`config.mk`:
```
export PLATFORM = sky130hd
export DESIGN_NAME = io_reg_responder
export DESIGN_NICKNAME = d
export VERILOG_FILES = /design/src/rtl/io_reg_responder.sv
export SDC_FILE = /design/constraint.sdc
export NUM_CORES = 1
export LEC_CHECK = 0
export CORE_MARGIN = 5
export CORE_UTILIZATION = 52
export DETAILED_ROUTE_END_ITERATION = 6
export GPL_ROUTABILITY_DRIVEN = 0
export HOLD_SLACK_MARGIN = 0.12
export PLACE_DENSITY_LB_ADDON = 0.1
export RECOVER_POWER = 100
export SYNTH_ARGS = -nofsm -noshare
export SYNTH_HDL_FRONTEND = slang
export SYNTH_SLANG_ARGS = --single-unit
```
`constraint.sdc`:
```
create_clock -name clk -period 2.8 [get_ports clk]
set_clock_uncertainty 0.1 [all_clocks]
set_input_delay 0.56 -clock clk [delete_from_list [all_inputs] [get_ports clk]]
set_output_delay 0.56 -clock clk [all_outputs]
set_load 0.01 [all_outputs]
```
`src/rtl/io_reg_responder.sv`:
```
// +--------------------------------------------------------------------------+
// | io_reg_responder: register-window responder with VGA/cursor/LED/SEG      |
// | registers, switch synchroniser, keyboard FIFO and DMA start control.     |
// | Revision: 1.0                                                            |
// +--------------------------------------------------------------------------+
`default_nettype none

module io_reg_responder #(
  parameter int KBD_DEPTH = 8,
  parameter int SW_W      = 16
) (
  input  logic            clk,
  input  logic            rst_n,
  input  logic            req,
  input  logic            we,
  input  logic [11:0]     addr_off,
  input  logic [31:0]     wdata,
  output logic [31:0]     rdata,
  output logic            ack,
  output logic            err,
  input  logic [SW_W-1:0] sw_in,
  input  logic [7:0]      kbd_data,
  input  logic            kbd_valid,
  input  logic            dma_busy,
  output logic [31:0]     vga_mode,
  output logic [31:0]     cursor_pos,
  output logic [SW_W-1:0] led_out,
  output logic [31:0]     seg_out,
  output logic [30:0]     dma_cfg,
  output logic            dma_start
);

  localparam int PTR_W = $clog2(KBD_DEPTH);
  localparam int CNT_W = PTR_W + 1;

  typedef enum logic [0:0] {
    IDLE = 1'b0,
    RESP = 1'b1
  } state_t;

  state_t state, state_next;
  logic   capture;

  always_ff @(posedge clk or negedge rst_n) begin
    if (!rst_n) state <= IDLE;
    else        state <= state_next;
  end

  always_comb begin
    state_next = state;
    capture    = 1'b0;
    case (state)
      IDLE: begin
        if (req) begin
          capture    = 1'b1;
          state_next = RESP;
        end
      end
      RESP:    state_next = IDLE;
      default: state_next = IDLE;
    endcase
  end

  assign ack = (state == RESP);

  // Address decode: only word-aligned offsets map to registers.
  logic       word_ok;
  logic [9:0] widx;
  logic       sel_vga, sel_cur, sel_led, sel_seg, sel_kbd, sel_dma;

  assign word_ok = (addr_off[1:0] == 2'b00);
  assign widx    = addr_off[11:2];
  assign sel_vga = word_ok && (widx == 10'd0);
  assign sel_cur = word_ok && (widx == 10'd1);
  assign sel_led = word_ok && (widx == 10'd3);
  assign sel_seg = word_ok && (widx == 10'd4);
  assign sel_kbd = word_ok && (widx == 10'd5);
  assign sel_dma = word_ok && (widx == 10'd6);

  // Two-flop switch synchroniser.
  logic [SW_W-1:0] sw_meta, sw_sync;

  always_ff @(posedge clk or negedge rst_n) begin
    if (!rst_n) begin
      sw_meta <= '0;
      sw_sync <= '0;
    end else begin
      sw_meta <= sw_in;
      sw_sync <= sw_meta;
    end
  end

  // Keyboard FIFO.
  logic [7:0]       kbd_mem [KBD_DEPTH];
  logic [PTR_W-1:0] wr_ptr, rd_ptr;
  logic [CNT_W-1:0] count;
  logic             ovf;
  logic             fifo_empty, fifo_full;
  logic             kbd_read, pop, push_ok;

  assign fifo_empty = (count == '0);
  assign fifo_full  = (count == CNT_W'(KBD_DEPTH));
  assign kbd_read   = capture && !we && sel_kbd;
  assign pop        = kbd_read && !fifo_empty;
  // A simultaneous pop frees a slot, so a push into a full FIFO still lands.
  assign push_ok    = kbd_valid && (!fifo_full || pop);

  always_ff @(posedge clk or negedge rst_n) begin
    if (!rst_n) begin
      for (int i = 0; i < KBD_DEPTH; i++) kbd_mem[i] <= '0;
      wr_ptr <= '0;
      rd_ptr <= '0;
      count  <= '0;
      ovf    <= 1'b0;
    end else begin
      if (push_ok) begin
        kbd_mem[wr_ptr] <= kbd_data;
        wr_ptr          <= wr_ptr + 1'b1;
      end
      if (pop) rd_ptr <= rd_ptr + 1'b1;
      case ({push_ok, pop})
        2'b10:   count <= count + 1'b1;
        2'b01:   count <= count - 1'b1;
        default: count <= count;
      endcase
      if (kbd_read)                   ovf <= 1'b0;
      else if (kbd_valid && !push_ok) ovf <= 1'b1;
    end
  end

  // Read mux reflects register state before any write on the capture edge.
  logic [31:0] rd_val;
  logic        rd_err;

  always_comb begin
    rd_val = '0;
    rd_err = 1'b0;
    if (!word_ok) begin
      rd_err = 1'b1;
    end else begin
      case (widx)
        10'd0:   rd_val = vga_mode;
        10'd1:   rd_val = cursor_pos;
        10'd2:   rd_val = 32'(sw_sync);
        10'd3:   rd_val = 32'(led_out);
        10'd4:   rd_val = seg_out;
        10'd5:   rd_val = {22'b0, ovf, !fifo_empty,
                           (fifo_empty ? 8'h00 : kbd_mem[rd_ptr])};
        10'd6:   rd_val = {dma_busy, dma_cfg};
        default: rd_err = 1'b1;
      endcase
    end
    if (we && sel_dma && dma_busy) rd_err = 1'b1;
  end

  always_ff @(posedge clk or negedge rst_n) begin
    if (!rst_n) begin
      rdata      <= '0;
      err        <= 1'b0;
      vga_mode   <= '0;
      cursor_pos <= '0;
      led_out    <= '0;
      seg_out    <= '0;
      dma_cfg    <= '0;
      dma_start  <= 1'b0;
    end else begin
      dma_start <= capture && we && sel_dma && !dma_busy;
      if (capture) begin
        rdata <= rd_val;
        err   <= rd_err;
        if (we) begin
          if (sel_vga) vga_mode   <= wdata;
          if (sel_cur) cursor_pos <= wdata;
          if (sel_led) led_out    <= wdata[SW_W-1:0];
          if (sel_seg) seg_out    <= wdata;
          if (sel_dma && !dma_busy) dma_cfg <= wdata[30:0];
        end
      end
    end
  end

endmodule

`default_nettype wire
```
==> impl_summary.log <==
[metrics] power density cells: ~630 nW/um^2
[metrics] number of clock sinks: ~290
[metrics] clock-pin slew on the worst setup and hold paths: roughly 60 ps
[metrics] initial core utilization: around 53%
[metrics] total of flip-flops plus latches after synthesis: ~290
[metrics] most common flop cell mapped by yosys: dfrtp_1
[metrics] post-detailed-route DRC marker count: 0
[metrics] Routed Antenna Nets: 0
[metrics] element type at the critical path end: flop
[metrics] element type at the critical path start: input pin
[metrics] largest area contributor in the netlist: dfrtp_1
[metrics] switching part of the total: between 20% and 30%
[metrics] Final Slew Violations: between 100 and 150
[metrics] Crit path largest cell delay: 500 ps
[metrics] worst hold path type: reg -> reg
[metrics] switching component of the power: 2.57 mW
[metrics] nets in the synthesized netlist: ~940
[metrics] via count of the first global-routing pass: between 8k and 9k
[metrics] Clock Tree Buf Depth: 3
[metrics] Chip Width: between 150 and 200 um
[metrics] Total Wirelength: 34100 um
[metrics] total track usage: about a quarter
[metrics] Inserted Clock Buffers: 31
[metrics] HPWL reported at the end of detailed placement: between 20000 and 25000 um
[metrics] I/O pins: around 250
[metrics] gate count of the mapped netlist: 858
[metrics] crit path kind: in -> reg
[metrics] worst voltage drop across the vdd grid: about 0.63 mV
[metrics] number of maximum-capacitance violations: 2
[metrics] P_leak: ~7.9 nW
[metrics] Async S/R FF share, synth: 100%
[metrics] total stage count of the critical path: 8
[metrics] via count: about 8.6k
[metrics] result of the run: complete, but fails checks
[metrics] number of search-and-repair iterations in the first detailed-routing pass: 5
[metrics] count leader, synth: dfrtp_1
[metrics] utilization after layout: about 70%
[metrics] number of flops mapped to enable cells by yosys: 0
[metrics] arrival time worst endpoint: roughly 3000 ps
[metrics] global-route wire length before repair: between 50000 and 60000 um
[metrics] number of cells on the worst reg-to-reg path: 7
[metrics] Setup-failing EPs final: 0
[metrics] total die area: 26900 um^2
[metrics] Data required, critical path: around 3100 ps
[metrics] part of the Yosys area used for sequential elements: 57.8%
[metrics] Core ar.: 23400 um^2
[metrics] mean routed wirelength per cell: 22.6 um
[metrics] most instantiated cells after synthesis: dfrtp_1, mux2_2, mux2i_1
[metrics] pin count of the biggest net entering global routing: 70
[metrics] cell-by-cell listing of the critical path: clkdlybuf4s50_1 > nor4bb_2 > buf_4 > nand4_1 > clkbuf_1 > a2111oi_4 > clkbuf_2 > mux2_2
[metrics] CTS tree: yes
[metrics] library cells used by synthesis: 56
[metrics] final hold violation count: 0
[metrics] time the final worst path needs with I/O delays and setup: 2680 ps
[metrics] cell depth of the worst min-delay path: 0
[metrics] post-DR vias/cell: ~5.7
[metrics] internal cell power: between 7 and 8 mW
[metrics] overflow left after global routing: 0
[metrics] total of buffers placed on input and output ports: roughly 250
[metrics] violations in the final reports: max-capacitance violations, max-slew violations
[metrics] Crit path max-delay family: buffers and inverters
[metrics] layout cell share with drive strength beyond 1: a little under a third
[metrics] row count: 56
[metrics] Worst-Margin Slew: 1810 ps
[metrics] biggest area contributors in the synthesized netlist: dfrtp_1, mux2_2, mux2i_1, mux4_2, a22oi_1
[metrics] biggest fanout along the worst timing path: 9
[metrics] area grow syn2layout: 34.4%
[metrics] Post-Syn Area per Cell: 14.4 um^2
[metrics] Logic pwr share: between 10 and 15%
[metrics] slowest cell on the critical path: clkdlybuf4s50_1
[metrics] final net count: 1247
[metrics] setup repair after global routing missed its margin: false
[metrics] part of the cycle the worst path needs: a little over nine tenths
[metrics] number of buffer and inverter stages on the critical path: 4
[metrics] share of the synthesized area in the top cell type: 57.8%
[metrics] mapped cell area: around 12000 um^2
[metrics] worst hold margin: roughly 240 ps
[metrics] Yosys Warn Count: 0
[metrics] number of levels in the clock H-tree: 1
[metrics] clock insertion delay at the later pin of the skew report: between 500 and 600 ps
[metrics] Iter 0 DRT Violations: around 610
[metrics] Clock Power Share: a little under two fifths
[metrics] clock root buffer master: clkbuf_16
[metrics] Worst slew margin: -20.6%
[metrics] sequential group share of total power: 48.1%
[metrics] number of antenna violations at the first check in global routing: 2
[metrics] maximum clock frequency: approximately 370 MHz
[metrics] Die Y-Extent: approximately 160 um
[per-stage QoR]
stage | setup slack, ps | instance area [um^2] | setup TNS [ps] | total power [mW] | cells
3_3_place_gp | -320 | 15800 | -22180 | 6.64 | 1452
5_1_grt | 15.9 | 16600 | 0 | 11.0 | 1512
3_5_place_dp | -363 | 15800 | -31980 | 6.71 | 1452
2_1_floorplan | 22.4 | 12300 | 0 | 6.08 | 858
6_report | 122 | 16600 | 0 | 10.5 | 1512
4_1_cts | 209 | 16700 | 0 | 10.6 | 1509
[sequential cells by signal, summed over array words and instances, names as in the netlist]
name / count
kbd_mem: 64
cursor_pos: 32
rdata: 32
seg_out: 32
vga_mode: 32
dma_cfg: 31
led_out: 16
sw_meta: 16
sw_sync: 16
count: 4
rd_ptr: 3
wr_ptr: 3
ack: 1
dma_start: 1
err: 1
ovf: 1
[path summary, 6_finish.rpt]
path | from | slack (ps) | endpoint
max | kbd_valid | 120 | kbd_mem[41]$_DFFE_PN0P_
max in group asynchronous | rst_n | 430 | vga_mode[27]$_DFFE_PN0P_
min reg2reg | sw_meta[11]$_DFF_PN0_ | 240 | sw_sync[11]$_DFF_PN0_
min in group asynchronous | rst_n | 970 | vga_mode[16]$_DFFE_PN0P_
min | sw_meta[11]$_DFF_PN0_ | 240 | sw_sync[11]$_DFF_PN0_
max reg2reg | ack$_DFF_PN0_ | 210 | kbd_mem[41]$_DFFE_PN0P_
[power groups by stage]
| stage | clock network, mW | registers, mW | logic [mW] |
|---|---|---|---|
| finish | 3.88 | 5.04 | 1.55 |
| global placement | 0 | 5.08 | 1.56 |
| CTS | 3.96 | 5.04 | 1.62 |
| global route | 4.14 | 5.11 | 1.71 |
| detailed placement | 0 | 5.11 | 1.60 |
| floorplan | 0 | 4.94 | 1.14 |
[per-layer routing]
metal  vias to the layer above  GRT usage (%)  wire length (um)
met5                         -              0                 0
li1                       3819              -                 -
met4                         0           6.33               794
met1                      4412           34.9             14200
met3                        58           4.12              2150
met2                       272           43.0             17000
[layout by cell type, fill, tap and decap left out, types with 4 or more instances in the layout]
cell	Yosys	routed
a211oi_1	1	4
a21oi_1	9	9
a22oi_1	22	22
a31oi_1	4	4
buf_12	0	5
buf_2	21	4
buf_4	1	40
clkbuf_1	23	20
clkbuf_16	0	31
clkbuf_2	1	19
clkbuf_4	0	5
clkbuf_8	0	7
clkdlybuf4s50_1	0	53
dfrtp_1	285	285
dlygate4sd3_1	0	195
ha_1	5	5
inv_1	7	7
mux2_1	6	7
mux2_2	208	207
mux2i_1	51	51
mux4_2	21	21
nand2_1	26	26
nand2b_1	8	7
nand4_1	4	4
nor2_1	18	18
nor2b_1	5	4
nor3_1	6	6
o211ai_1	7	7
o21ai_0	30	30
o22ai_1	8	8
o2bb2ai_1	15	15
xor2_1	6	6
[kinds of logic after synthesis]
kind of cell	synth area share [%]
and+or+nand+nor	4.40
DFF	57.8
buffers and inverters	2.08
adders and majority gates	0.507
muxes	27.5
AOI/OAI and AO/OA	7.06
xor gates and xnor gates	0.639
[layout make-up]
type / instances / area (um^2)
Clock inverter: 4 / 48.8
Antenna cell: 2 / 5.00
Tap cell: 319 / 399
Fill cell: 1686 / 6820
Sequential cell: 285 / 7130
Clock buffer: 52 / 925
Timing Repair Buffer: 330 / 3090
Inverter: 7 / 26.3
Multi-Input combinational cell: 513 / 4950
[what timing repair did]
item | in CTS | in global routing
setup buffers | 0 | 1
hold buffers | 1 | 0
hold endpoints to repair | 63 | 0
resized for setup | 0 | 1
endpoints found under the setup margin | 0 | 1
Note: power is estimated with default switching activity, not from simulation.
==> patch 1 (config.mk and constraints unchanged) <==
One comparison of `count` changes from == to >=.
--- a/src/rtl/io_reg_responder.sv
+++ b/src/rtl/io_reg_responder.sv
@@ -99,7 +99,7 @@
   logic             kbd_read, pop, push_ok;
 
   assign fifo_empty = (count == '0);
-  assign fifo_full  = (count == CNT_W'(KBD_DEPTH));
+  assign fifo_full  = (count >= CNT_W'(KBD_DEPTH));
   assign kbd_read   = capture && !we && sel_kbd;
   assign pop        = kbd_read && !fifo_empty;
   // A simultaneous pop frees a slot, so a push into a full FIFO still lands.
Function: same outputs for any inputs over 4 cycles, from zero or initial values and one cycle with rst_n low; that may be too few to reach the edited logic, so the function may still have changed.
==> patch 1 against the unedited design <==
Die area is 1.9% higher; power is 1.6% higher; the run still ends with max-capacitance violations, max-slew violations left; cell area is 0.94% higher; worst setup slack worse by 0.078 ns; core utilization is 1.4 points lower; sequential cell count stayed put; critical path depth is 2 higher; via count is 4.9% higher; non-clock buffer count is 2 higher; area after synthesis is 2.0% higher; maximum frequency is 2.8% lower; critical path type unchanged; wire length is 5.0% higher.
==> patch 1: results (changes against the unedited design) <==
outcome=finished, violations left (unchanged); violated checks=max-capacitance violations, max-slew violations (unchanged); Worst Min Path Start=sw_meta[4]$_DFF_PN0_ (was sw_meta[11]$_DFF_PN0_); DR WL/cell=23.4 um (was 22.6 um); Seq power=0.00496 W (was 0.00504 W); crit-path max cell delay=0.48 ns (was 0.50 ns); fin. max-slew vios=75 (was 104); Routed WL=35.8 mm (was 34.1 mm); slew margin rel.=-26.5% (was -20.6%); DP Area=15900 um2 (was 15800 um2); max-cap viol count=1 (was 2); Syn Area/Cell=14.2 um2 (was 14.4 um2); largest net degree at the start of global routing=77 (was 70); NetSw=0.00280 W (was 0.00257 W); clock buffer count from CTS=30 (was 31); GRT met2 Usage=42.4% (was 43.0%); met1 global-route usage=36.0% (was 34.9%); met3 WL=2.77 mm (was 2.15 mm); initial antenna violation count=4 (was 2); setup slack at placement=-0.496 ns (was -0.363 ns); placed cells=1476 (was 1452); post-synth cell types=53 (was 56); fin worst setup slack=0.0439 ns (was 0.122 ns); global routing usage on met3=5.53% (was 4.12%); Reg2Reg Capture Point=dma_cfg[25]$_DFFE_PN0P_ (was kbd_mem[41]$_DFFE_PN0P_); DR iter-0 viols=678 (was 605); Post-synth top cells=dfrtp_1, mux2_2, a32o_1 (was dfrtp_1, mux2_2, mux2i_1)
patch 1: changes by cell type after synthesis, sizes merged, moves of 5 or more:
cell / change
buf: +17
a21oi: +7
nor2b: -5
a211oi: -5
nor2: +17
mux2i: -7
nand2: +8
mux2: -60
a32o: +64
patch 1: final cells by class:
class | instances | area, um2 | area share [%]
multi-input cells | 528 | 5020 | 30.0
repair buffers | 332 | 3160 | 18.9
clock buffers | 44 | 875 | 5.23
diodes | 1 | 2.50 | 0.0150
well taps | 324 | 405 | 2.42
clock inverters | 11 | 105 | 0.628
inverters | 8 | 30.0 | 0.179
flip-flops and latches | 285 | 7130 | 42.6
patch 1: critical path, delay by kind of cell:
family	cells	cell delay (ns)
and+or+nand+nor	3	0.70
muxes	1	0.34
buffers and inverters	6	1.45
patch 1: repair_timing:
item	CTS	global route
hold endpoints to repair	68	0
hold buffers	1	0
setup endpoints to repair	0	1
resized for setup	0	1
==> patch 2 (same settings) <==
Made on the original files. `SW_W`: 16 -> 32.
--- a/src/rtl/io_reg_responder.sv
+++ b/src/rtl/io_reg_responder.sv
@@ -7,7 +7,7 @@
 
 module io_reg_responder #(
   parameter int KBD_DEPTH = 8,
-  parameter int SW_W      = 16
+  parameter int SW_W      = 32
 ) (
   input  logic            clk,
   input  logic            rst_n,
Ports: changed (resized led_out and sw_in); port bits go from 252 to 284. No check against the original RTL was run, so the function may have changed too.
==> patch 2 against the unedited design <==
Clock power rose by 22%; via count grew 10%; worst setup slack worse by 0.057 ns; sequential share of layout area is 1.3 points higher; highest routed layer is now met5; sequential cell count rose by 48; power increased by 15%; wire length grew 12%; cell area up 13%; critical endpoint is now dma_cfg[15]$_DFFE_PN0P_; die area is 13% higher; largest cell class unchanged; area after synthesis rose by 13%; sequential power rose by 14%.
==> patch 2: results (changes against the unedited design) <==
outcome=finished clean (was finished, violations left); Min-Delay Endpoint=sw_sync[5]$_DFF_PN0_ (was sw_sync[11]$_DFF_PN0_); Worst-Skew Late Latency=0.51 ns (was 0.55 ns); met1 global-route usage=33.9% (was 34.9%); largest net degree at the start of global routing=93 (was 70); # fillers=1937 (was 1686); vias per inst=5.67 (was 5.66); post-synthesis adder-cell area fraction=0.447% (was 0.507%); placed cells=1598 (was 1452); Syn Area/Cell=14.8 um2 (was 14.4 um2); CP Max Fanout=19 (was 9); setup slack at placement=-0.378 ns (was -0.363 ns); compound-gate portion of the synthesized area=4.68% (was 7.06%); Area contributors post-synth=dfrtp_1, mux2_2, mux2i_1 (unchanged); met3 WL=2.38 mm (was 2.15 mm); GR Util All Layers=25.0% (was 25.5%); crit-path max cell delay=0.57 ns (was 0.50 ns); DP Area=17900 um2 (was 15800 um2); H-tree Lvls=2 (was 1); met2 wire len=18.7 mm (was 17.0 mm); M1 WL=16.2 mm (was 14.2 mm); Post-Syn Nets=1040 (was 937); Critical Path AT=3.03 ns (was 3.01 ns); mux cell area share after synthesis=27.9% (was 27.5%); sequential share of the synthesized area=59.5% (was 57.8%); post-synth cell types=54 (was 56); FF-to-FF setup slack=0.24 ns (was 0.21 ns); worst vdd ir=688 uV (was 631 uV); Synth Area in XOR/XNOR=0.563% (was 0.639%); vias in the first global route=9921 (was 8978); Slowest-stage cell, CP=or4_4 (was clkdlybuf4s50_1); Routed WL=38.3 mm (was 34.1 mm); DR iter-0 viols=597 (was 605); Post-synth top cells=dfrtp_1, mux2_2, mux2i_1 (unchanged); Max Used Layer=met5 (was met4); global-route wire length before repair=59.6 mm (was 53.2 mm)
[patch 2: changes by cell type in the layout (fill, tap and decap cells not counted), moves of 10 or more]
cell,change
dfrtp_1,+48
mux2i_1,+40
dlygate4sd3_1,+32
o221ai_1,+20
a22oi_1,-19
o22a_1,+19
mux2_2,+17
o21ai_0,-17
o2bb2ai_1,-12
nand2_1,+10
[patch 2: stage by stage]
| step | total power (W) | util, % |
|---|---|---|
| detailed placement | 0.00753 | 66.9 |
| global route | 0.0126 | 70.3 |
| CTS | 0.0123 | 71.4 |
| floorplan | 0.00680 | - |
| global placement | 0.00745 | 66.9 |
| finish | 0.0121 | 70.3 |
[patch 2: cells by family after synthesis]
logic type / count (synthesis)
simple gates: 118
mux: 339
fa+ha+maj: 5
xor+xnor: 9
compound gates: 85
buf+inv: 56
flops: 333
[patch 2: where the power goes]
group | internal, W | switching (W)
logic | 0.000945 | 0.000658
registers | 0.00540 | 0.000331
clock network | 0.00288 | 0.00184
[patch 2: final cells by class]
cell class / count / area, um2 / area share [%]
antenna: 1 / 2.50 / 0.0133
clock buffer: 50 / 1040 / 5.56
sequential: 333 / 8330 / 44.3
timing repair buffer: 368 / 3430 / 18.3
inverter: 2 / 7.51 / 0.0399
multi-input combinational: 556 / 5410 / 28.8
clock inverter: 12 / 141 / 0.752
tap: 341 / 427 / 2.27
[patch 2: how the worst max path moves through the flow]
stage                                         end  slack, ns
after global placement       count[2]$_DFFE_PN0P_      -0.30
after CTS                    count[3]$_DFFE_PN0P_       0.16
after floorplan              count[2]$_DFFE_PN0P_      -0.04
after detailed placement     count[3]$_DFFE_PN0P_      -0.38
after global routing       dma_cfg[2]$_DFFE_PN0P_      0.008
final                     dma_cfg[15]$_DFFE_PN0P_       0.07
